<file path="config.mk">
export PLATFORM = sky130hd
export DESIGN_NAME = qam_symbol_slicer_flat
export DESIGN_NICKNAME = d
export VERILOG_FILES = /design/src/rtl/qam_symbol_slicer_if.sv /design/src/rtl/qam_symbol_slicer.sv /design/src/flat_wrapper.sv
export SDC_FILE = /design/constraint.sdc
export NUM_CORES = 1
export LEC_CHECK = 0
export ABC_AREA = 1
export BUFFER_PORTS_ARGS = -buffer_cell sky130_fd_sc_hd__buf_2
export CAP_MARGIN = 20
export CORE_MARGIN = 10
export CORE_UTILIZATION = 60
export DETAILED_ROUTE_END_ITERATION = 8
export PLACE_DENSITY = 0.8
export SETUP_SLACK_MARGIN = 0.4
export SYNTH_ARGS = -nofsm -noshare
export SYNTH_HDL_FRONTEND = slang
export SYNTH_SLANG_ARGS = --single-unit
</file>
<file path="constraint.sdc">
create_clock -name clk -period 4.1 [get_ports clk]
set_clock_uncertainty 0.1 [all_clocks]
set_input_delay 0.82 -clock clk [delete_from_list [all_inputs] [get_ports clk]]
set_output_delay 0.82 -clock clk [all_outputs]
set_load 0.02 [all_outputs]
</file>
<file path="src/rtl/qam_symbol_slicer_if.sv">
// Sample-in / serial-bit-out bundle for the QAM symbol slicer.
interface qam_symbol_slicer_if #(
  parameter int DATA_W = 19
);
  logic [1:0]               mode;
  logic                     sync;
  logic                     in_valid;
  logic signed [DATA_W-1:0] I_in;
  logic signed [DATA_W-1:0] Q_in;
  logic                     bit_out;
  logic                     bit_valid;
  logic                     bit_ready;
  logic                     overrun;

  modport master (
    output mode, sync, in_valid, I_in, Q_in, bit_ready,
    input  bit_out, bit_valid, overrun
  );

  modport slave (
    input  mode, sync, in_valid, I_in, Q_in, bit_ready,
    output bit_out, bit_valid, overrun
  );
endinterface

</file>
<file path="src/rtl/qam_symbol_slicer.sv">
// Integrate-and-dump BPSK/QPSK/16-QAM slicer with serial bit output; first bit one cycle after final sample.
// Bits hold while bit_ready is low; a symbol finishing while the serialiser is busy is dropped and flagged in overrun.
module qam_symbol_slicer #(
  parameter int DATA_W = 19,
  parameter int SPS    = 8,
  parameter int THRESH = 64
) (
  input  logic               clk,
  input  logic               rst_n,
  qam_symbol_slicer_if.slave bus
);
  localparam int              CNT_W = $clog2(SPS);
  localparam int              ACC_W = DATA_W + CNT_W;
  localparam logic [ACC_W:0]  T_LIM = (ACC_W + 1)'(THRESH * SPS);
  localparam logic [CNT_W-1:0] LAST = CNT_W'(SPS - 1);

  logic signed [ACC_W-1:0] acc_i, acc_q, sum_i, sum_q;
  logic [ACC_W:0]          abs_i, abs_q;
  logic [CNT_W-1:0]        cnt;
  logic [1:0]              sym_mode;
  logic [3:0]              shreg, sym_bits;
  logic [2:0]              rem, sym_len;
  logic                    vld, ovr;
  logic                    msb_i, msb_q, lsb_i, lsb_q;
  logic                    xfer, sym_done, load;

  // Running sums including the current sample; only consumed on the final sample.
  assign sum_i = acc_i + {{CNT_W{bus.I_in[DATA_W-1]}}, bus.I_in};
  assign sum_q = acc_q + {{CNT_W{bus.Q_in[DATA_W-1]}}, bus.Q_in};

  assign abs_i = sum_i[ACC_W-1] ? -{1'b1, sum_i} : {1'b0, sum_i};
  assign abs_q = sum_q[ACC_W-1] ? -{1'b1, sum_q} : {1'b0, sum_q};

  assign msb_i = ~sum_i[ACC_W-1];
  assign msb_q = ~sum_q[ACC_W-1];
  assign lsb_i = abs_i < T_LIM;
  assign lsb_q = abs_q < T_LIM;

  always_comb begin
    sym_bits = {msb_i, msb_q, 2'b00};
    sym_len  = 3'd2;
    case (sym_mode)
      2'd0: begin
        sym_bits = {msb_i, 3'b000};
        sym_len  = 3'd1;
      end
      2'd2: begin
        sym_bits = {msb_i, lsb_i, msb_q, lsb_q};
        sym_len  = 3'd4;
      end
      default: ;
    endcase
  end

  assign xfer     = vld & bus.bit_ready;
  assign sym_done = bus.in_valid & ~bus.sync & (cnt == LAST);
  // Accept a new symbol when idle or when the last pending bit leaves this cycle.
  assign load     = sym_done & ((rem == 3'd0) | (xfer & (rem == 3'd1)));

  always_ff @(posedge clk or negedge rst_n) begin
    if (!rst_n) begin
      acc_i    <= '0;
      acc_q    <= '0;
      cnt      <= '0;
      sym_mode <= 2'd1;
    end else if (bus.sync) begin
      if (bus.in_valid) begin
        acc_i    <= {{CNT_W{bus.I_in[DATA_W-1]}}, bus.I_in};
        acc_q    <= {{CNT_W{bus.Q_in[DATA_W-1]}}, bus.Q_in};
        cnt      <= CNT_W'(1);
        sym_mode <= bus.mode;
      end else begin
        acc_i <= '0;
        acc_q <= '0;
        cnt   <= '0;
      end
    end else if (bus.in_valid) begin
      if (cnt == LAST) begin
        acc_i <= '0;
        acc_q <= '0;
        cnt   <= '0;
      end else begin
        acc_i <= sum_i;
        acc_q <= sum_q;
        cnt   <= cnt + CNT_W'(1);
        if (cnt == '0) sym_mode <= bus.mode;
      end
    end
  end

  always_ff @(posedge clk or negedge rst_n) begin
    if (!rst_n) begin
      shreg <= '0;
      rem   <= '0;
      vld   <= 1'b0;
    end else if (load) begin
      shreg <= sym_bits;
      rem   <= sym_len;
      vld   <= 1'b1;
    end else if (xfer) begin
      shreg <= {shreg[2:0], 1'b0};
      rem   <= rem - 3'd1;
      vld   <= (rem != 3'd1);
    end
  end

  always_ff @(posedge clk or negedge rst_n) begin
    if (!rst_n) begin
      ovr <= 1'b0;
    end else if (bus.sync) begin
      ovr <= 1'b0;
    end else if (sym_done & ~load) begin
      ovr <= 1'b1;
    end
  end

  assign bus.bit_out   = shreg[3];
  assign bus.bit_valid = vld;
  assign bus.overrun   = ovr;
endmodule
</file>
<file path="src/flat_wrapper.sv">
// flat-port wrapper written by rule: the top's interface ports become plain ports
module qam_symbol_slicer_flat 
#(
  parameter int DATA_W = 19,
  parameter int SPS    = 8,
  parameter int THRESH = 64
)
  (clk, rst_n, bus_mode, bus_sync, bus_in_valid, bus_I_in, bus_Q_in, bus_bit_ready, bus_bit_out, bus_bit_valid, bus_overrun);
  qam_symbol_slicer_if #(.DATA_W(DATA_W)) bus_i ();
  input  logic clk;
  input  logic rst_n;
  input wire logic [$bits(bus_i.mode)-1:0] bus_mode;
  input wire logic [$bits(bus_i.sync)-1:0] bus_sync;
  input wire logic [$bits(bus_i.in_valid)-1:0] bus_in_valid;
  input wire logic [$bits(bus_i.I_in)-1:0] bus_I_in;
  input wire logic [$bits(bus_i.Q_in)-1:0] bus_Q_in;
  input wire logic [$bits(bus_i.bit_ready)-1:0] bus_bit_ready;
  output wire logic [$bits(bus_i.bit_out)-1:0] bus_bit_out;
  output wire logic [$bits(bus_i.bit_valid)-1:0] bus_bit_valid;
  output wire logic [$bits(bus_i.overrun)-1:0] bus_overrun;
  assign bus_i.mode = bus_mode;
  assign bus_i.sync = bus_sync;
  assign bus_i.in_valid = bus_in_valid;
  assign bus_i.I_in = bus_I_in;
  assign bus_i.Q_in = bus_Q_in;
  assign bus_i.bit_ready = bus_bit_ready;
  assign bus_bit_out = bus_i.bit_out;
  assign bus_bit_valid = bus_i.bit_valid;
  assign bus_overrun = bus_i.overrun;
  qam_symbol_slicer #(.DATA_W(DATA_W), .SPS(SPS), .THRESH(THRESH)) u_core (.clk(clk), .rst_n(rst_n), .bus(bus_i));
endmodule
</file>
==> impl_results.md <==
* Comb pwr share at 56.4%
* CTS tree: done
* Reg2reg path depth at 18
* # diodes at 0
* Most used cell, CP: nand2_1
* # setup viols final at 0
* Cell count after synthesis at 1,077
* Largest net degree at the start of global routing at 59
* Fill count at 1,026
* Port bufs at 47
* Aggregate global routing overflow at 0
* Residual DRC at 0
* Post-route ant nets at 0
* Sequential Power Share at 23.6%
* Skew-Pair Late Insertion Delay at 370 ps
* Initial antenna violation count at 0
* CP endpoint kind: register
* Vias per cell at 5.53
* Hold depth at 2
* Worst setup SP type: input pin
* DR pass1 iterations at 5
* Sw Ratio at between 40% and 50%
* CP Class: input pin to register
* Hold WC Path Type: register to register
* Vias in the first global route at 6,778
* CTS sink cnt at 58
* Row cnt at 37
* Peak supply drop at 0.000230 V
* Power per Cell Area at 445 nW/µm²
* RSZ-0062 raised after global routing: no
* GPL Wtd Cong at 0.975
* Sw Pwr at 1.54 mW
* Dpl hpwl at 14,000 µm
* # IOs at 48
* GR Util met3 at 4.12%
* CP peak stage delay at about 480 ps
* Clk buf depth at 2
* Layout Area Growth over Synthesis at 9.12%
* Worst Hold Endpoint: u_core.shreg[0]
* Crit path DAT at 3440 ps
* CTS clk-pin slew, worst paths at about 80 ps
* Avg Cell Area, Syn at around 6.0 µm²
* Placed cells at 1,248
* Met1 usage at roughly 30%
* Critical-path cell list: buf_2 > ha_1 > fa_1 > or2_2 > nor2_1 > nand3_1 > nor2_1 > nand3_1 > nor2_4 > nand3_2 > nand2_2 > nand2_1 > nand2_1 > nand2_1 > nor2_1 > nand2_1 > nor2_2 > nand3_1 > a21oi_2
* Status: completed
* Crit path max fanout at 4
* Distinct cells, synth at 42
* RR Startpoint: u_core.acc_i[0]
* Fin nets at 1,218
* Hold_buf cts at 0
* Die Span X at 124 µm
* CORE AREA at 10,400 µm²
* Share of cells above drive strength 1 at 10.6%
* Postcts setup bufs at 0
* Clock share of power at roughly a fifth
* CTS buffer count at 9
* EDFF count, synth at 0
* Initial Utilization at about 62%
* Internal cell power at around 1.6 mW
* Achievable frequency at 0.309 GHz
* Leak pwr at 3.90 nW
* Async S/R FF share, synth at 100%
* DRT iter0 DRCs at 566
* Max-cap violations at 0
* Met2 usage at 42.2%
* Aggregate routed wire length at 18,000 µm
* Mean routed wirelength per cell at between 10 and 15 µm
* Fin crit period at 3240 ps
* Worst Max-Slew Pin Slew at 800 ps
* Global-route wire length before repair at 30,700 µm
* Non-Filler Instances at 1,264
* Final Hold Viols at 0
* GR peak layer: met2
* Die ar. at 15,300 µm²
* Root buffer cell: clkbuf_8
* Syn_nets at around 1,200
* Mapped Area at 6440 µm²
* H-tree levels at 3
* Vias at between 6,000 and 7,000
* R2R Setup Slk at 1050 ps
* Pins Over Slew Limit at 0
* DIE HEIGHT at 124 µm
* Crit path required time at roughly 4300 ps
* Worst R2R End: u_core.shreg[2]
* Cells resized by post-CTS repair at 0
* Synth Flop Type: dfrtp_1
* Yosys Warn Count at 0
* Worst Hold Launch: u_core.shreg[0]
* Register area share after synthesis at 22.6%
* Slowest CP cell: fa_1
* Fin crit share at 78.9%
* Slew margin rel. at 46.7%
* Setup TNS at 0 ps
* Number of synthesized register bits at 58
* GRT Overall Usage at approximately a quarter
## stage by stage
stage               setup WS [ps]  area, µm²  power (mW)  hold slack [ps]  utilization (%)
floorplan                     943       6440        2.08              350                -
global placement              587       6810        2.46              372             65.6
detailed placement            519       6810        2.47              380             65.6
CTS                           890       7020        3.10              395             67.7
global route                  587       7020        3.43              436             67.7
finish                        864       7020        3.13              399             67.7
## registers in the layout (all words and copies together) (netlist names)
signal                flops
u_core.acc_q             22
u_core.sym_mode           2
u_core.bus.bit_valid      1
u_core.cnt                3
u_core.acc_i             22
u_core.bus.overrun        1
u_core.rem                3
u_core.shreg              4
## layout by cell type, fill, tap and decap left out, drive strengths merged, types with 12 or more instances in the layout
master,n
a21oi,41
ha,48
nor2,102
nor3,12
buf,51
dfrtp,57
nand2,429
nand3,109
o211ai,38
o21ai,27
inv,147
nand4,17
## cell usage after synthesis, types with 2 or more instances
cell type  instances  area (µm²)
a21oi_1           39         195
a21oi_2            2        17.5
a31oi_1            3        18.8
and2_1             5        31.3
buf_2              2        10.0
clkbuf_1          12        45.0
dfrtp_1           57        1430
fa_1               2        40.0
ha_1              48         601
inv_1            140         526
inv_2              6        22.5
nand2_1          408        1530
nand2_2           20         125
nand3_1          103         515
nand3_2            6        60.1
nand3b_1           5        37.5
nand4_1           16         100
nor2_1            92         345
nor2_2             6        37.5
nor2_4             4        45.0
nor3_1            11        55.1
o211ai_1          38         285
o21a_1             3        22.5
o21ai_0           23         115
o21ai_1            3        15.0
or2_2              2        12.5
xnor2_1            3        26.3
xor2_1             4        35.0
## worst max-delay path by stage
stage,startpoint,endpoint,slack (ps),depth (start not counted)
2_1_floorplan,bus_I_in[0],u_core.shreg[2],940,18
3_3_place_gp,bus_I_in[0],u_core.shreg[2],590,19
3_5_place_dp,bus_I_in[0],u_core.shreg[2],520,19
4_1_cts,bus_I_in[0],u_core.shreg[2],890,19
5_1_grt,bus_I_in[0],u_core.shreg[2],590,19
6_report,bus_I_in[0],u_core.shreg[2],860,19
## layout make-up
cell class,instances,area [µm²],share of cell area [%]
Multi-Input combinational cell,856,4360,62.1
Sequential cell,58,1450,20.7
Inverter,147,554,7.89
Timing Repair Buffer,51,265,3.78
Tap cell,136,170,2.42
Clock buffer,9,124,1.76
Clock inverter,7,93.8,1.34
## per-layer routing
metal	routed length, µm	vias to the layer above
met2	8570	220
met5	0	-
li1	-	3566
met1	7970	3160
met3	987	42
met4	449	0
## critical path: cells and delay by family
family	cells	cell delay, ps
AND/OR/NAND/NOR	15	1660
buffers and inverters	1	110
adder cells (fa/ha/maj)	2	730
AO/OA/AOI/OAI	1	110
## cell families after synthesis
family	synth area share (%)
adders and majority gates	9.95
xor gates and xnor gates	0.952
AOI/OAI and AO/OA	11.2
buffers and inverters	9.76
and+or+nand+nor	45.6
DFF	22.6
## power groups by stage
stage	combinational [mW]	clock [mW]	sequential (mW)
after floorplan	1.35	0	0.735
after global placement	1.72	0	0.744
after detailed placement	1.73	0	0.747
after CTS	1.74	0.622	0.736
after global routing	2.03	0.647	0.749
final	1.77	0.625	0.738
No activity file was read; power rests on OpenSTA's default activity.
